File: config.mk
export PLATFORM = sky130hd
export DESIGN_NAME = fft_input_loader_flat
export DESIGN_NICKNAME = d
export VERILOG_FILES = /design/src/rtl/fft_input_loader_if.sv /design/src/rtl/fft_input_loader.sv /design/src/flat_wrapper.sv
export SDC_FILE = /design/constraint.sdc
export NUM_CORES = 1
export LEC_CHECK = 0
export ABC_AREA = 1
export CAP_MARGIN = 0
export CORE_MARGIN = 2
export CORE_UTILIZATION = 50
export CTS_CLUSTER_SIZE = 12
export DETAILED_ROUTE_END_ITERATION = 7
export PLACE_DENSITY = 0.8
export SKIP_LAST_GASP = 1
export SLEW_MARGIN = 5
export SYNTH_ARGS = -nofsm -noshare
export SYNTH_HDL_FRONTEND = slang
export SYNTH_SLANG_ARGS = --single-unit
File: constraint.sdc
create_clock -name clk -period 3.2 [get_ports clk]
set_input_delay 0.48 -clock clk [delete_from_list [all_inputs] [get_ports clk]]
set_output_delay 0.48 -clock clk [all_outputs]
set_load 0.1 [all_outputs]
File: src/rtl/fft_input_loader_if.sv
// fft_input_loader_if: valid/ready sample stream into the FFT input loader
// master: sample source (drives in_valid/in_data/in_last, sees in_ready)
// slave:  loader (sees in_valid/in_data/in_last, drives in_ready)
interface fft_input_loader_if #(
   parameter int DATA_WIDTH = 32
);
   logic                  in_valid;
   logic                  in_ready;
   logic [DATA_WIDTH-1:0] in_data;
   logic                  in_last;
   modport master (output in_valid, in_data, in_last, input in_ready);
   modport slave  (input in_valid, in_data, in_last, output in_ready);
endinterface

File: src/rtl/fft_input_loader.sv
// fft_input_loader: writes one frame bit-reversed into the FFT bank, then resets and starts the core
// clk, reset (async, active-low); N runtime size (4/8/16/32)
// s: sample stream (slave); mem_we/mem_addr/mem_wdata: working-bank write port
// core_rst_n/fft_start/fft_done: core control; frame_done/err_n/err_len: status
module fft_input_loader #(
   parameter int MAX_N      = 1024,
   parameter int ADDR_WIDTH = $clog2(MAX_N),
   parameter int DATA_WIDTH = 32
) (
   input  logic                  clk,
   input  logic                  reset,
   input  logic [ADDR_WIDTH:0]   N,
   fft_input_loader_if.slave     s,
   output logic                  mem_we,
   output logic [ADDR_WIDTH-1:0] mem_addr,
   output logic [DATA_WIDTH-1:0] mem_wdata,
   output logic                  core_rst_n,
   output logic                  fft_start,
   input  logic                  fft_done,
   output logic                  frame_done,
   output logic                  err_n,
   output logic                  err_len
);
   localparam int LW = $clog2(ADDR_WIDTH + 1);
   typedef enum logic [2:0] {IDLE, LOAD, CRST, START, WAIT} state_t;
   state_t                state, state_n;
   logic [ADDR_WIDTH-1:0] count, count_n, rev, addr_n;
   logic [ADDR_WIDTH:0]   n_lat, cur_n;
   logic [LW-1:0]         l_lat, n_l, cur_l;
   logic                  n_ok, hs, last_idx, done_seen;
   assign n_ok = N == (ADDR_WIDTH+1)'(4) || N == (ADDR_WIDTH+1)'(8) ||
                 N == (ADDR_WIDTH+1)'(16) || N == (ADDR_WIDTH+1)'(32);
   assign n_l = N[5] ? LW'(5) : N[4] ? LW'(4) : N[3] ? LW'(3) : LW'(2);
   assign s.in_ready = (state == IDLE && n_ok) || state == LOAD;
   assign err_n = state == IDLE && !n_ok;
   assign hs = s.in_valid && s.in_ready;
   // the IDLE handshake is sample 0 and must already use the live N
   assign cur_n = state == IDLE ? N : n_lat;
   assign cur_l = state == IDLE ? n_l : l_lat;
   assign last_idx = {1'b0, count} == cur_n - 1'b1;
   for (genvar i = 0; i < ADDR_WIDTH; i++) begin : g_rev
      assign rev[i] = count[ADDR_WIDTH-1-i];
   end
   // full-width reversal leaves the L-bit reversal in the top bits
   assign addr_n = rev >> (LW'(ADDR_WIDTH) - cur_l);
   // fft_start is high exactly in the first WAIT cycle, so it masks fft_done there
   assign done_seen = state == WAIT && fft_done && !fft_start;
   always_comb begin
      state_n = state;
      count_n = count;
      case (state)
         IDLE, LOAD: if (hs) begin
            if (last_idx) begin
               state_n = CRST;
               count_n = '0;
            end else if (s.in_last) begin
               state_n = IDLE;
               count_n = '0;
            end else begin
               state_n = LOAD;
               count_n = count + 1'b1;
            end
         end
         CRST:    state_n = START;
         START:   state_n = WAIT;
         WAIT:    state_n = done_seen ? IDLE : WAIT;
         default: state_n = IDLE;
      endcase
   end
   always_ff @(posedge clk or negedge reset) begin
      if (!reset) begin
         state      <= IDLE;
         count      <= '0;
         n_lat      <= '0;
         l_lat      <= '0;
         mem_we     <= 1'b0;
         mem_addr   <= '0;
         mem_wdata  <= '0;
         core_rst_n <= 1'b0;
         fft_start  <= 1'b0;
         frame_done <= 1'b0;
         err_len    <= 1'b0;
      end else begin
         state      <= state_n;
         count      <= count_n;
         mem_we     <= hs;
         err_len    <= hs && (last_idx != s.in_last);
         core_rst_n <= state != CRST;
         fft_start  <= state == START;
         frame_done <= done_seen;
         if (hs && state == IDLE) begin
            n_lat <= N;
            l_lat <= n_l;
         end
         if (hs) begin
            mem_addr  <= addr_n;
            mem_wdata <= s.in_data;
         end
      end
   end
endmodule
File: src/flat_wrapper.sv
// flat-port wrapper written by rule: the top's interface ports become plain ports
module fft_input_loader_flat 
#(
   parameter int MAX_N      = 1024,
   parameter int ADDR_WIDTH = $clog2(MAX_N),
   parameter int DATA_WIDTH = 32
)
  (clk, reset, N, mem_we, mem_addr, mem_wdata, core_rst_n, fft_start, fft_done, frame_done, err_n, err_len, s_in_valid, s_in_data, s_in_last, s_in_ready);
  fft_input_loader_if #(.DATA_WIDTH(DATA_WIDTH)) s_i ();
  input  logic clk;
  input  logic reset;
  input  logic [ADDR_WIDTH:0] N;
  output logic mem_we;
  output logic [ADDR_WIDTH-1:0] mem_addr;
  output logic [DATA_WIDTH-1:0] mem_wdata;
  output logic core_rst_n;
  output logic fft_start;
  input  logic fft_done;
  output logic frame_done;
  output logic err_n;
  output logic err_len;
  input wire logic [$bits(s_i.in_valid)-1:0] s_in_valid;
  input wire logic [$bits(s_i.in_data)-1:0] s_in_data;
  input wire logic [$bits(s_i.in_last)-1:0] s_in_last;
  output wire logic [$bits(s_i.in_ready)-1:0] s_in_ready;
  assign s_i.in_valid = s_in_valid;
  assign s_i.in_data = s_in_data;
  assign s_i.in_last = s_in_last;
  assign s_in_ready = s_i.in_ready;
  fft_input_loader #(.MAX_N(MAX_N), .ADDR_WIDTH(ADDR_WIDTH), .DATA_WIDTH(DATA_WIDTH)) u_core (.clk(clk), .reset(reset), .N(N), .s(s_i), .mem_we(mem_we), .mem_addr(mem_addr), .mem_wdata(mem_wdata), .core_rst_n(core_rst_n), .fft_start(fft_start), .fft_done(fft_done), .frame_done(frame_done), .err_n(err_n), .err_len(err_len));
endmodule
# ---- Word level (Yosys, flattened, before mapping)
# Cells that the tools add are included.
dict set report op_classes {
  addsub 3
  mux 12
  n_reduce_logical 16
  n_eq_ne 12
  n_shift 1
}
# cell count
set ops {}
lappend ops {{$mux 10} 2}
lappend ops {{$mux 4} 3}
lappend ops {{$pmux 3 s4} 1}
lappend ops {{$eq 10x11->1} 1}
lappend ops {{$eq 11x3->1 const B} 1}
lappend ops {{$eq 11x4->1 const B} 1}
lappend ops {{$eq 11x5->1 const B} 1}
lappend ops {{$eq 11x6->1 const B} 1}
lappend ops {{$mux 11} 1}
lappend ops {{$sub 11x1->11 const B} 1}
lappend ops {{$add 10x1->10 const B} 1}
lappend ops {{$shr 10x4->10} 1}
lappend ops {{$mux 3} 3}
lappend ops {{$logic_and 1x1->1} 7}
lappend ops {{$eq 3x2->1 const B} 2}
lappend ops {{$logic_or 1x1->1} 4}
lappend ops {{$sub 4x4->4 const A} 1}
lappend ops {{$eq 3x1->1 const B} 1}
lappend ops {{$eq 3x3->1 const B} 1}
lappend ops {{$logic_not 3->1} 1}
lappend ops {{$ne 3x2->1 const B} 1}
lappend ops {{$logic_not 1->1} 2}
lappend ops {{$mux 1} 2}
lappend ops {{$ne 2x1->1 const B} 1}
lappend ops {{other kinds (3)} 3}
dict set report totals {
  out_inout_bits 49
  word_cells 55
  reg_bits 75
  inputBits 48
}

# ---- Logic depth before layout (Yosys ltp)
# Gate-level depths: netlist (run 1).
dict set report logic_depth {
  depth_word 9
  mapped_depth 19
  depth_no_buf 19
}

# ---- Worst setup path before layout (run 1)
# Ideal clock, no wire load.
dict set report synth_timing {
  path_kind {input-to-output}
  startpoint {input N[4]}
  endpoint {output err_n}
  arrival_ns 2.391
  path_stages 5
  n_path_buf 0
  slack_ns 0.329
  required_time_ns 2.720
  path_cell_list {nor2_1 nand2_1 xor2_1 inv_1 a21oi_1}
}
dict set report synth_via {
  elab_chain_len 6
}
# item line
set synth_lines {}
lappend synth_lines {{start, declared} flat_wrapper.sv:12} ;# input logic [ADDR_WIDTH:0] N;
lappend synth_lines {{$eq 11x3->1 or $eq 11x4->1 (tied branches)} fft_input_loader.sv:31} ;# assign n_ok = N == (ADDR_WIDTH+1)'(4) || N == (ADDR_WIDTH+1)'(8) ||
lappend synth_lines {{$logic_or 1x1->1 (2 in series)} fft_input_loader.sv:31}
lappend synth_lines {{$logic_or 1x1->1 (*)} fft_input_loader.sv:32} ;# N == (ADDR_WIDTH+1)'(16) || N == (ADDR_WIDTH+1)'(32);
lappend synth_lines {{$logic_not 1->1 (*)} fft_input_loader.sv:35} ;# assign err_n = state == IDLE && !n_ok;
lappend synth_lines {{$logic_and 1x1->1 (*)} fft_input_loader.sv:35}
lappend synth_lines {{end, declared} flat_wrapper.sv:20} ;# output logic err_n;
# Mark *: on every way between the ends. The rest lies on a longest branch, timed or not.

# ---- Worst setup path in the final report (run 1)
dict set report layout_timing {
  startpoint {register u_core.state[1]}
  endpoint {register u_core.state[0]}
}
dict set report layout_via {
  elab_chain_len 7
}
# item line
set layout_lines {}
lappend layout_lines {{start, declared} fft_input_loader.sv:26} ;# state_t state, state_n;
lappend layout_lines {{start signal, assigned} fft_input_loader.sv:84} ;# state <= state_n;
lappend layout_lines {{$logic_not 3->1} {fft_input_loader.sv:34, fft_input_loader.sv:38, fft_input_loader.sv:51}}
lappend layout_lines {{$mux 11} fft_input_loader.sv:38} ;# assign cur_n = state == IDLE ? N : n_lat;
lappend layout_lines {{$sub 11x1->11} fft_input_loader.sv:40} ;# assign last_idx = {1'b0, count} == cur_n - 1'b1;
lappend layout_lines {{$eq 10x11->1} fft_input_loader.sv:40}
lappend layout_lines {{$mux 3} fft_input_loader.sv:53} ;# if (last_idx) begin
lappend layout_lines {{$mux 3} fft_input_loader.sv:52} ;# IDLE, LOAD: if (hs) begin
lappend layout_lines {{$pmux 3 s4} fft_input_loader.sv:51} ;# case (state)
# Parallel ways exist; a longest one is shown, timed or not. The select of a mux whose other input is x is not followed.
# A chain may end at the register's enable or synchronous reset.

==> metrics.cfg, run 1 <==
[clock_tree]
cts.htree.levels = 3
clk_path_buf_depth = 2
cts_made_buffers = 9
root_buffer = clkbuf_8
clk_latency_ps = 350
post_cts_buffers = 0
holdBufCountCts = 0
cts_sinks = 74
cts_tree = built
ctsResizeCount = 0
clk_pin_slew_ps = 90

[grt]
grt_antenna_before_repair = 0
overflow = 0
track_usage_pct = 24.71
grt.met3_usage_pct = 7.821
grt_pass1_vias = 3799
grt_max_degree = 51
grt_use_met1_pct = 31.35
grt_pass1_wl_um = 17300
grt.busiest_layer = met2
use_met2_pct = 39.94

[routing]
drtPass1Iterations = 5
ant_nets = 0
initialDrtViolationCount = 221
totalWireLength_um = 10290
drc = 0
via_per_inst = 5.179
num_vias = 3915
post_drt_wl_per_cell_um = 13.61

[yosys]
ys_seq_area_share_pct = 45.27
ys_top_cells_by_count = 228 x nand2_1, 74 x dfrtp_1, 52 x inv_1
synthCells = 553
synth_edf_count = 0
ys_types = 36
syn_area_per_cell_um2 = 7.396
netlist.top_cell.by_area = dfrtp_1
yosys-top-cells-area = dfrtp_1 45%, nand2_1 21%, nand3_1 4.9%
synth_most_common_cell = nand2_1
synth_top_area_share_pct = 45.27
synth.net_count = 605
postSynth.asyncResetShare_pct = 100.0
ys_warn_count = 0
syn_area_mm2 = 0.004090
synth-seq-cells = 74
ys.flop_type = dfrtp_1

[die]
dieArea_mm2 = 0.008920
rows = 32
die_w_um = 94.45
fp.dieH_um = 94.45
start_util_pct = 52.39
io_pins = 97
core_mm2 = 0.007807

[setup_path]
startpoint_type = flip-flop
worst_path_max_delay_cell = dfrtp_1
worstPathArrival_ps = 3020
path_common_cell = nand2_1
endpoint_kind = flip-flop
cpPeakStageDelay_ps = 450
r2r-end = u_core.state[0]
path_class = flip-flop to flip-flop
worstPathMaxFanout = 13
r2r_slack_ps = 400
cp.required_ps = 3430
rr_worst_depth = 18
path_cells = nor2_4 -> nand3_1 -> nand2_1 -> ha_1 -> nand3_4 -> nor2_4 -> nand2_1 -> nand2_1 -> nand2_1 -> nand2_1 -> nand2_1 -> nor4_1 -> nand3_1 -> ha_1 -> nand2_1 -> nand2_1 -> nand2_1 -> o21ai_0
r2r_start = u_core.state[1]

[job]
cap_violations = 0

[sta]
tightest_slew_ps = 995.8
finalHoldViolCount = 0
finClkSkew_ps = 11.40
setup_viol = 0
fmax_mhz = 357.7
setup_tns_ps = 0
rsz0062_at_grt = false
post-route-min-period_ps = 2795
finalCritPeriodShare_pct = 87.35
drv_slew = 0
worst_slew_margin_rel_pct = 33.40

[status]
status = finished clean

[place]
portBuffers = 96
hpwl_um = 7600
gp_congestion = 0.9519
placed_area_mm2 = 0.005117

[finish]
drive_gt1_share_pct = 11.31
nets = 701
synthToLayoutAreaGrowth_pct = 30.01
stdcell_area_mm2 = 0.005318
diodes = 0
final_core_util_pct = 68.11

[min_path]
hp-class = input port to async pin

cells in the final DEF, fill, tap and decap left out, types with 5 or more instances in the layout:
cell	Yosys	routed
nand2_1	228	228
dfrtp_1	74	74
clkdlybuf4s50_1	0	70
inv_1	52	52
nand3_1	40	40
nor2_1	30	30
buf_4	0	25
o21ai_0	22	22
o21ai_1	15	15
xor2_1	10	10
clkbuf_8	0	9
a21oi_1	7	7
inv_2	6	6
nand2_2	6	6
buf_12	0	5
per-layer routing:
metal	vias to the layer above	share of wire [%]
met3	21	8.6
met4	0	2.3
li1	1927	-
met2	141	48
met1	1826	41
met5	-	0
worst max-delay path: cells and delay by family (launching register included):
kind            cells  cell delay (ps)
compound gates      1               80
fa+ha+maj           2              490
flops               1              450
simple gates       15             1670
flip-flops by register name, summed over array words and instances, names as in the netlist, 3 cells and up:
| name | flops |
|---|---|
| u_core.mem_addr | 10 |
| u_core.n_lat | 11 |
| u_core.state | 3 |
| u_core.count | 10 |
| u_core.mem_wdata | 32 |
| u_core.l_lat | 3 |
cell type report:
cell class / count / area (µm²)
well taps: 102 / 127.6
clock inverters: 7 / 76.32
repair buffers: 101 / 993.5
inverters: 60 / 227.7
flip-flops and latches: 74 / 1852
clock buffers: 9 / 123.9
fillers: 654 / 2490
multi-input cells: 403 / 1917
worst max-delay path by stage:
| stage | startpoint | endpoint | slack, ps | depth (start not counted) |
|---|---|---|---|---|
| floorplan | N[4] | err_n | 330 | 5 |
| global placement | N[4] | u_core.mem_addr[0] | 320 | 9 |
| detailed placement | N[0] | u_core.state[0] | 250 | 17 |
| CTS | u_core.state[1] | u_core.state[0] | 410 | 18 |
| global route | u_core.state[1] | u_core.state[0] | 90 | 18 |
| finish | u_core.state[1] | u_core.state[0] | 400 | 18 |
stage by stage:
step | setup slack, ps | std cells | hold WS [ps]
global route | 86.77 | 756 | 324.5
floorplan | 328.9 | 553 | 184.4
detailed placement | 250.1 | 740 | 452.2
global placement | 324.2 | 740 | 430.5
CTS | 405.5 | 756 | 280.9
finish | 404.7 | 756 | 255.1
kinds of logic after synthesis:
group / after synthesis / synth area share [%]
xor gates and xnor gates: 12 / 2.570
adders and majority gates: 4 / 1.224
DFF: 74 / 45.27
and+or+nand+nor: 327 / 34.38
buffers and inverters: 76 / 7.862
AOI/OAI and AO/OA: 59 / 8.443
muxes: 1 / 0.2447
Power of run 1 is left out: the tool's default activity adds up to more than one toggle a clock period on the data nets, which glitch-free logic cannot reach.
==> run 2, diff against run 1 <==
--- a/config.mk
+++ b/config.mk
@@ -6,8 +6,7 @@
 export NUM_CORES = 1
 export LEC_CHECK = 0
 export ABC_AREA = 1
-export CAP_MARGIN = 0
-export CORE_MARGIN = 2
+export CAP_MARGIN = 20
 export CORE_UTILIZATION = 50
 export CTS_CLUSTER_SIZE = 12
 export DETAILED_ROUTE_END_ITERATION = 7
==> metrics.cfg, run 2 (synthesis results as in run 1) <==
[status]
status = finished clean  ; unchanged

[grt]
grt_antenna_before_repair = 0  ; unchanged
track_usage_pct = 26.29  ; was 24.71%
grt_pass1_wl_um = 17690  ; was 17300 µm
overflow = 0  ; unchanged
grt_max_degree = 51  ; unchanged
grt_pass1_vias = 3795  ; was 3799

[sta]
drv_slew = 0  ; unchanged
finClkSkew_ps = 14.64  ; was 11.40 ps
post-route-min-period_ps = 2770  ; was 2795 ps
finalCritPeriodShare_pct = 86.56  ; was 87.35%
rsz0062_at_grt = false  ; unchanged
setup_tns_ps = 0  ; unchanged
worst_slew_margin_rel_pct = 32.48  ; was 33.40%
setup_slack_ps = 430.2  ; was 404.7 ps
finalHoldViolCount = 0  ; unchanged
setup_viol = 0  ; unchanged
fmax_mhz = 361.0  ; was 357.7 MHz
tightest_slew_ps = 1010  ; was 995.8 ps

[job]
cap_violations = 0  ; unchanged

[min_path]
hp-class = input port to async pin  ; unchanged

[clock_tree]
cts_made_buffers = 9  ; unchanged
root_buffer = clkbuf_8  ; unchanged
clk_pin_slew_ps = 90  ; about the same
post_cts_buffers = 0  ; unchanged
clk_path_buf_depth = 2  ; unchanged
ctsResizeCount = 0  ; unchanged
holdBufCountCts = 0  ; unchanged
cts.htree.levels = 3  ; unchanged
cts_sinks = 74  ; unchanged
cts_tree = built  ; unchanged
clk_latency_ps = 350  ; about the same

[routing]
drtPass1Iterations = 5  ; unchanged
post_drt_wl_per_cell_um = 13.66  ; was 13.61 µm
via_per_inst = 5.077  ; was 5.179
num_vias = 3838  ; was 3915
initialDrtViolationCount = 259  ; was 221
ant_nets = 0  ; unchanged
drc = 0  ; unchanged
totalWireLength_um = 10320  ; was 10290 µm

[finish]
layout_commonest_cell = nand2_1  ; unchanged
largest_reg_flops = 32  ; unchanged
stdcell_area_mm2 = 0.005280  ; was 0.005318 mm²
final_cell_mix = 228 x nand2_1, 74 x dfrtp_1, 72 x clkdlybuf4s50_1  ; was 228 x nand2_1, 74 x dfrtp_1, 70 x clkdlybuf4s50_1
drive_gt1_share_pct = 11.01  ; was 11.31%
synthToLayoutAreaGrowth_pct = 29.09  ; was 30.01%
largestRegisters = u_core.mem_wdata: 32 flops, u_core.n_lat: 11 flops  ; unchanged
nets = 701  ; unchanged
diodes = 0  ; unchanged
regMostFlops = u_core.mem_wdata  ; unchanged

[die]
fp.dieH_um = 92.45  ; was 94.45 µm
start_util_pct = 52.39  ; unchanged
io_pins = 97  ; unchanged
core_mm2 = 0.007807  ; unchanged
die_w_um = 92.45  ; was 94.45 µm
rows = 32  ; unchanged
dieArea_mm2 = 0.008546  ; was 0.008920 mm²

[place]
hpwl_um = 7667  ; was 7600 µm
placed_area_mm2 = 0.005097  ; was 0.005117 mm²
pre_cts_ws_ps = 297.2  ; was 250.1 ps
portBuffers = 96  ; unchanged
gp_congestion = 0.9287  ; was 0.9519

[setup_path]
worstPathArrival_ps = 3000  ; was 3020 ps
r2r_start = u_core.state[2]  ; was u_core.state[1]
r2r_slack_ps = 430  ; was 400 ps
r2r-end = u_core.state[0]  ; unchanged
cp.required_ps = 3430  ; about the same
startpoint_type = flip-flop  ; unchanged
path_class = flip-flop to flip-flop  ; unchanged
cp-startpoint = u_core.state[2]  ; was u_core.state[1]
endpoint_kind = flip-flop  ; unchanged
rr_worst_depth = 16  ; was 18
worstPathMaxFanout = 13  ; unchanged

run 2: final cells by class:
type / count / area, µm²
Fill cell: 648 / 2527
Multi-Input combinational cell: 403 / 1917
Sequential cell: 74 / 1852
Timing Repair Buffer: 101 / 973.4
Inverter: 60 / 227.7
Tap cell: 102 / 127.6
Clock buffer: 9 / 123.9
Clock inverter: 7 / 58.81
run 2: how the worst max path moves through the flow:
stage	endpoint	slack, ps	cells past startpoint
after floorplan	err_n	330	5
after global placement	u_core.state[0]	360	17
after detailed placement	u_core.mem_addr[4]	300	9
after CTS	u_core.state[0]	440	16
after global routing	u_core.state[0]	210	16
final	u_core.state[0]	430	16
run 2: per-layer routing:
metal / up-vias / part of all wire (%) / GRT usage, %
met3: 16 / 7.2 / 6.814
met2: 139 / 47 / 42.22
met1: 1755 / 44 / 34.60
met5: - / 0 / 0
li1: 1928 / - / -
met4: 0 / 1.8 / 8.724
run 2: stage by stage:
stage          util, %  hold slack, ps  cells
2_1_floorplan        -           184.4    553
3_3_place_gp     65.29           428.8    740
3_5_place_dp     65.29           452.0    740
4_1_cts          67.63           254.4    756
5_1_grt          67.63           297.5    756
6_report         67.63           238.0    756
run 2: critical path, stage by stage, from the launching register on:
cell and delay [ps]:
dfrtp_1 430, nor2_4 320, nand2_4 160, nand2_1 100, nand2_1 130, ha_1 330
xor2_1 140, nand2_1 60, nor2_1 140, nand3_1 90, nor4_1 230, nand3_1 100
ha_1 190, nand2_1 60, nand2_1 50, nand2_1 60, o21ai_0 70
Power of run 2 is left out for the same reason.
==> run 3, diff against run 2 <==
--- a/config.mk
+++ b/config.mk
@@ -11,6 +11,7 @@
 export CTS_CLUSTER_SIZE = 12
 export DETAILED_ROUTE_END_ITERATION = 7
 export PLACE_DENSITY = 0.8
+export SKIP_CTS_REPAIR_TIMING = 1
 export SKIP_LAST_GASP = 1
 export SLEW_MARGIN = 5
 export SYNTH_ARGS = -nofsm -noshare
==> results of run 3 <==
No change in the layout: final DEF, timing and power equal those of run 2.
Power of run 3 is left out for the same reason.
